<file path="config.mk">
export PLATFORM = sky130hd
export DESIGN_NAME = pipe_stage_reg
export DESIGN_NICKNAME = d
export VERILOG_FILES = /design/src/rtl/pipe_stage_reg.sv
export SDC_FILE = /design/constraint.sdc
export NUM_CORES = 1
export LEC_CHECK = 0
export CORE_MARGIN = 2
export CORE_UTILIZATION = 25
export DETAILED_ROUTE_END_ITERATION = 16
export PLACE_DENSITY_LB_ADDON = 0.08
export SYNTH_ARGS = -nofsm -noshare
export SYNTH_HDL_FRONTEND = slang
export SYNTH_SLANG_ARGS = --single-unit
</file>
<file path="constraint.sdc">
create_clock -name clk -period 1.9 [get_ports clk]
set_clock_uncertainty 0.15 [all_clocks]
set_input_delay 0.38 -clock clk [delete_from_list [all_inputs] [get_ports clk]]
set_output_delay 0.38 -clock clk [all_outputs]
set_load 0.1 [all_outputs]
</file>
<file path="src/rtl/pipe_stage_reg.sv">
// Pipeline stage register: ready/valid handshake, two-entry skid buffer,
// synchronous flush that squashes only the control field, saturating stall counter.
module pipe_stage_reg #(
  parameter int CTRL_W = 8,
  parameter int DATA_W = 111,
  parameter int CNT_W  = 16
) (
  input  logic              clk,
  input  logic              rst_n,
  input  logic              flush,
  input  logic              in_valid,
  output logic              in_ready,
  input  logic [CTRL_W-1:0] in_ctrl,
  input  logic [DATA_W-1:0] in_data,
  output logic              out_valid,
  input  logic              out_ready,
  output logic [CTRL_W-1:0] out_ctrl,
  output logic [DATA_W-1:0] out_data,
  output logic [CNT_W-1:0]  stall_cnt,
  input  logic              cnt_clr
);

  typedef enum logic [1:0] {
    ST_EMPTY = 2'd0,
    ST_ONE   = 2'd1,
    ST_FULL  = 2'd2
  } state_t;

  localparam logic [CNT_W-1:0] CNT_MAX = {CNT_W{1'b1}};

  state_t            state_r, state_s;
  logic [CTRL_W-1:0] m_ctrl_r, m_ctrl_s, s_ctrl_r, s_ctrl_s;
  logic [DATA_W-1:0] m_data_r, m_data_s, s_data_r, s_data_s;
  logic [CNT_W-1:0]  stall_cnt_r, stall_cnt_s;
  logic              in_ready_s, out_valid_s, in_fire_s, out_fire_s;

  // Handshake flags come straight from the state register, so out_ready never reaches in_ready.
  assign in_ready_s  = (state_r != ST_FULL);
  assign out_valid_s = (state_r != ST_EMPTY);
  assign in_fire_s   = in_valid & in_ready_s;
  assign out_fire_s  = out_valid_s & out_ready;

  // Next-state and entry updates; flush overrides every handshake transition.
  always_comb begin
    state_s  = state_r;
    m_ctrl_s = m_ctrl_r;
    m_data_s = m_data_r;
    s_ctrl_s = s_ctrl_r;
    s_data_s = s_data_r;
    if (flush) begin
      state_s  = ST_EMPTY;
      m_ctrl_s = {CTRL_W{1'b0}};
      s_ctrl_s = {CTRL_W{1'b0}};
    end else begin
      case (state_r)
        ST_EMPTY: begin
          if (in_fire_s) begin
            state_s  = ST_ONE;
            m_ctrl_s = in_ctrl;
            m_data_s = in_data;
          end else begin
            state_s = ST_EMPTY;
          end
        end
        ST_ONE: begin
          if (in_fire_s && out_fire_s) begin
            state_s  = ST_ONE;
            m_ctrl_s = in_ctrl;
            m_data_s = in_data;
          end else if (in_fire_s) begin
            state_s  = ST_FULL;
            s_ctrl_s = in_ctrl;
            s_data_s = in_data;
          end else if (out_fire_s) begin
            state_s = ST_EMPTY;
          end else begin
            state_s = ST_ONE;
          end
        end
        ST_FULL: begin
          if (out_fire_s) begin
            state_s  = ST_ONE;
            m_ctrl_s = s_ctrl_r;
            m_data_s = s_data_r;
          end else begin
            state_s = ST_FULL;
          end
        end
        default: begin
          state_s = ST_EMPTY;
        end
      endcase
    end
  end

  // Back-pressure counter: clear wins, flush cycles are not counted, never wraps.
  always_comb begin
    stall_cnt_s = stall_cnt_r;
    if (cnt_clr) begin
      stall_cnt_s = {CNT_W{1'b0}};
    end else if (out_valid_s && !out_ready && !flush && (stall_cnt_r != CNT_MAX)) begin
      stall_cnt_s = stall_cnt_r + CNT_W'(1'b1);
    end else begin
      stall_cnt_s = stall_cnt_r;
    end
  end

  // State, storage and counter registers.
  always_ff @(posedge clk or negedge rst_n) begin
    if (!rst_n) begin
      state_r     <= ST_EMPTY;
      m_ctrl_r    <= {CTRL_W{1'b0}};
      m_data_r    <= {DATA_W{1'b0}};
      s_ctrl_r    <= {CTRL_W{1'b0}};
      s_data_r    <= {DATA_W{1'b0}};
      stall_cnt_r <= {CNT_W{1'b0}};
    end else begin
      state_r     <= state_s;
      m_ctrl_r    <= m_ctrl_s;
      m_data_r    <= m_data_s;
      s_ctrl_r    <= s_ctrl_s;
      s_data_r    <= s_data_s;
      stall_cnt_r <= stall_cnt_s;
    end
  end

  assign in_ready  = in_ready_s;
  assign out_valid = out_valid_s;
  assign out_ctrl  = out_valid_s ? m_ctrl_r : {CTRL_W{1'b0}};
  assign out_data  = m_data_r;
  assign stall_cnt = stall_cnt_r;

endmodule

</file>
**After elaboration in Yosys (flattened, before gate mapping)**

Cells that the tools add are included.

- Register bits: 256
- Bits of input ports: 125

- $add $sub $neg: 1
- Eq/ne operators: 11
- Mux-type cells: 22
- Bitwise gates (word level): 4
- Reductions and logical operators: 17

Operators with widths:

| kind | count |
|---|---|
| $mux 111 | 3 |
| $pmux 111 s3 | 1 |
| $mux 8 | 8 |
| $mux 16 | 2 |
| $pmux 8 s3 | 1 |
| $add 16x1->16 const B | 1 |
| $ne 16x16->1 const B | 1 |
| $ne 2x2->1 const B | 5 |
| $ne 3x3->1 const B | 3 |
| $mux 2 | 4 |
| $reduce_and 4->1 | 2 |
| $reduce_bool 2->1 | 4 |
| $pmux 2 s3 | 1 |
| $reduce_and 5->1 | 1 |
| $logic_and 1x1->1 | 4 |
| $reduce_bool 4->1 | 1 |
| $reduce_and 3->1 | 1 |
| $reduce_bool 3->1 | 1 |
| $and 1x1->1 | 2 |
| $eq 2x1->1 const B | 1 |
| $eq 2x2->1 const B | 1 |
| $logic_not 1->1 | 2 |
| $logic_not 2->1 | 1 |
| $mux 1 | 2 |
| $not 1->1 | 2 |

**Logic depth before layout (Yosys ltp)**

- Depth after elaboration: 7
- Mapped depth: 8
- Mapped depth without buffers: 5

**Least setup slack after synthesis**

Ideal clock, no wire load.

- Path kind: flip-flop to flip-flop
- From: reg stall_cnt_r[0] (netlist: stall_cnt[0])
- To: reg stall_cnt_r[1] (netlist: stall_cnt[1])
- Library setup time: 0.078 ns
- Arrival time: 2.469 ns
- Required time: 1.672 ns
- Slack: -0.797 ns
- Cell stages (with the launch flop): 8
- Path buffers: 2
- Path through: dfrtp_1 ha_1 and4_1 and4bb_1 clkbuf_1 buf_2 o21ai_0 a21oi_1

- Word-level cells in the longest chain between the ends: 3
- Elaborated cells between the ends (all ways): 6
- Classes of those cells: 1 x add/sub; 1 x eq/ne; 2 x mux; 2 x reduce/logical

Ends and longest elaborated chain:

| item | RTL line | text |
|---|---|---|
| start, declared | 34 | `logic [CNT_W-1:0] stall_cnt_r, stall_cnt_s;` |
| start signal, assigned | 116 | `stall_cnt_r <= {CNT_W{1'b0}};` |
| start signal, assigned | 123 | `stall_cnt_r <= stall_cnt_s;` |
| $add 16x1->16 or $ne 16x16->1 (tied branches) | 102, 101 |  |
| $mux 16 or $logic_and 1x1->1 (tied branches) | 101 | `end else if (out_valid_s && !out_ready && !flush && (stall_cnt_r != CNT_MAX)) begin` |
| $mux 16 or $reduce_bool 2->1 (tied branches) | -- |  |

Parallel ways exist; a longest one is shown, timed or not. The select of a mux whose other input is x is not followed.
A chain may end at the register's enable or synchronous reset.

**Worst setup path in the final report**

- From: reg state_r[0]
- To: out out_ctrl[7]

- Word-level cells in the longest chain between the ends: 2

Ends and longest elaborated chain:

| item | RTL line | text |
|---|---|---|
| start, declared | 31 | `state_t state_r, state_s;` |
| start signal, assigned | 118 | `state_r <= state_s;` |
| $reduce_bool 2->1 | 39 | `assign out_valid_s = (state_r != ST_EMPTY);` |
| $mux 8 | 129 | `assign out_ctrl = out_valid_s ? m_ctrl_r : {CTRL_W{1'b0}};` |
| end, declared | 17 | `output logic [CTRL_W-1:0] out_ctrl,` |

Every way passes these cells.

==> run summary <==
pwr dens: 1170 nW/µm²
Setup Crit Path Kind: flop to output port
most frequent cells in the layout: nand2_1, dfrtp_1, buf_12
Synth Instances: 1231
die area: 47000 µm²
initial antenna violation count: 3
area grow syn2layout: 65.0%
pin count of the biggest net entering global routing: 68
clock share of power: 0.296
drt total wl: 36100 µm
status: finished, violations left
P_int: 0.0137 W
Root Buffer: clkbuf_16
RSZ-0062 raised after global routing: true
Area after DPL: 16800 µm²
Final Slew Violations: 0
max-cap violations: 0
placed wire-length estimate: 23300 µm
Ports: 262
top cell type's share of synthesized area: 0.565
TNS Setup: -15.53 ns
crit-path max FO: 5
routability cong.: 0.734
Core Footprint: 45100 µm²
CP max stage delay: 0.45 ns
most used flip-flop cell after synthesis: dfrtp_1
FILL cells: 4371
pre-CTS setup slack: -0.653 ns
CP startpoint kind: flop
asr flop ratio synth: 1.00
Slew @ Worst Pin: 0.552 ns
CTS max path bufs: 3
# DRC: 0
number of global-route vias before repair: 9553
Register Area: 6450 µm²
hold_ws: 0.251 ns
final hold vios: 0
Initial Utilization: 0.251
ANT nets after route: 0
VDD IR max: 0.533 mV
Critical Path, Cell by Cell: nor2_4, buf_8, nor2b_4, buf_12
Syn. warnings: 0
total gr overflow: 0
H-tree level count: 2
critical path arrival: 1.57 ns
Area contributors post-synth: dfrtp_1, nand2_1, mux2_1, mux2_2, clkbuf_1
clock transition at the registers of the reported paths: 0.06 ns
combinational share of power: 0.363
final core utilization: 0.415
final net count: 1697
# setup viols final: 134
commonest non-fill, non-tap cell in the layout: nand2_1
Switching Fraction: 0.376
worst reg-to-reg setup slack: -0.18 ns
post-layout min period: 2.10 ns
DR iter-0 viols: 426
cell area after synthesis: 11300 µm²
slowest CP cell: dfrtp_2
Final Worst Setup Slack: -0.197 ns
DIE WIDTH: 217 µm
Yosys cell types: 43
syn avg cell area: 9.20 µm²
failing checks: setup timing
Final Cell Area: 18700 µm²
number of I/O port buffers: 261
Slew headroom: 0.631
Setup crit end kind: output port
FF-to-FF path depth: 8
worst skew pair latency: 0.53 ns
CTS buffer count: 34
area of the multi-input gates: 4830 µm²
reg-to-reg critical path startpoint: state_r[1]
Die Ht: 217 µm
clock tree sinks: 256
Vias/cell: 4.28
sequential share of power: 0.341
CTS tree: done
P_leak: 8.85 nW
share of cells above drive strength 1: 0.243
CP Buf/Inv Count: 2
Site Rows: 78
syn nets: 1357
data required time of the worst path: 1.37 ns
Crit Reg-Reg Endpoint: out_data[70]
post-synthesis sequential area ratio: 0.565
first-pass GRT wire length: 56800 µm
P_sw: 0.00822 W
area leader, netlist: dfrtp_1
Hold Path Class: primary input to asynchronous set/reset pin
share of the clock period used by the worst path: 1.10
GRT Overall Usage: 0.155
family with the most delay on the worst path: flip-flops
fmax: 477 MHz
CP startpoint: state_r[0]
synthesized flop and latch total: 256
drt wl/cell: 16.5 µm
Post-synth EDFFs: 0
router iterations before antenna repair: 5
Vias: 9400
[logic make-up after synthesis]
| logic type | count (synthesis) | synth area share |
|---|---|---|
| and+or+nand+nor | 727 | 0.254 |
| DFF | 256 | 0.565 |
| muxes | 120 | 0.118 |
| buffers and inverters | 77 | 0.0298 |
| AOI/OAI and AO/OA | 49 | 0.0309 |
| xor gates and xnor gates | 1 | 0.000773 |
| adders and majority gates | 1 | 0.00110 |
[metal layers]
layer  share of wire  global-route usage  routed length [µm]
met4           0.015              0.0432                 550
met1            0.45               0.208               16400
met3           0.065              0.0458                2360
met5         0.00039                   0                  14
met2            0.47               0.243               16800
[stage by stage]
stage / instances / total power (W)
floorplan: 1231 / 0.0119
finish: 2194 / 0.0219
global route: 2191 / 0.0229
CTS: 2184 / 0.0222
detailed placement: 2103 / 0.0154
global placement: 2103 / 0.0153
[what timing repair did]
item | 4_1_cts | 5_1_grt
pin swaps | 19 | 15
resized for setup | 44 | 25
hold buffers | 1 | 0
buffers inserted | 18 | 4
cloned | 6 | 3
hold endpoints to repair | 61 | 0
endpoints found under the setup margin | 131 | 146
[flip-flops by register name, summed over array words and instances, names as in the netlist]
name	flops
m_ctrl_r	8
state_r	2
stall_cnt	16
s_ctrl_r	8
s_data_r	111
out_data	111
[power by group through the flow]
stage	clock network (W)	registers [W]	logic [W]
floorplan	0	0.0107	0.00123
global placement	0	0.00754	0.00779
detailed placement	0	0.00755	0.00784
CTS	0.00674	0.00747	0.00798
global route	0.00695	0.00760	0.00832
finish	0.00647	0.00745	0.00795
[synth_stat cells (all sizes together), types with 3 or more instances]
cell	number
nand4	3
or4	10
nor2	8
nand3	3
inv	4
or3	3
mux2i	8
a21oi	14
dfrtp	256
nor2b	12
buf	22
a22o	8
clkbuf	51
o31ai	9
or2	3
o2bb2ai	9
o21ai	4
nand2	674
mux2	112
[area by class of cell]
cell class,count,share of cell area
antenna,3,0.000402
clock buffer,51,0.0561
clock inverter,5,0.00422
inverter,4,0.00134
multi-input combinational,898,0.258
sequential,256,0.345
tap,600,0.0402
timing repair buffer,377,0.294
[how the worst max path moves through the flow]
stage | depth (start not counted) | slack [ns] | endpoint
6_report | 4 | -0.20 | out_ctrl[7]
3_3_place_gp | 5 | -0.66 | stall_cnt[9]
3_5_place_dp | 5 | -0.65 | stall_cnt[15]
2_1_floorplan | 6 | -0.31 | stall_cnt[2]
5_1_grt | 5 | -0.28 | in_ready
4_1_cts | 5 | -0.23 | in_ready
No activity file was read; power rests on OpenSTA's default activity.
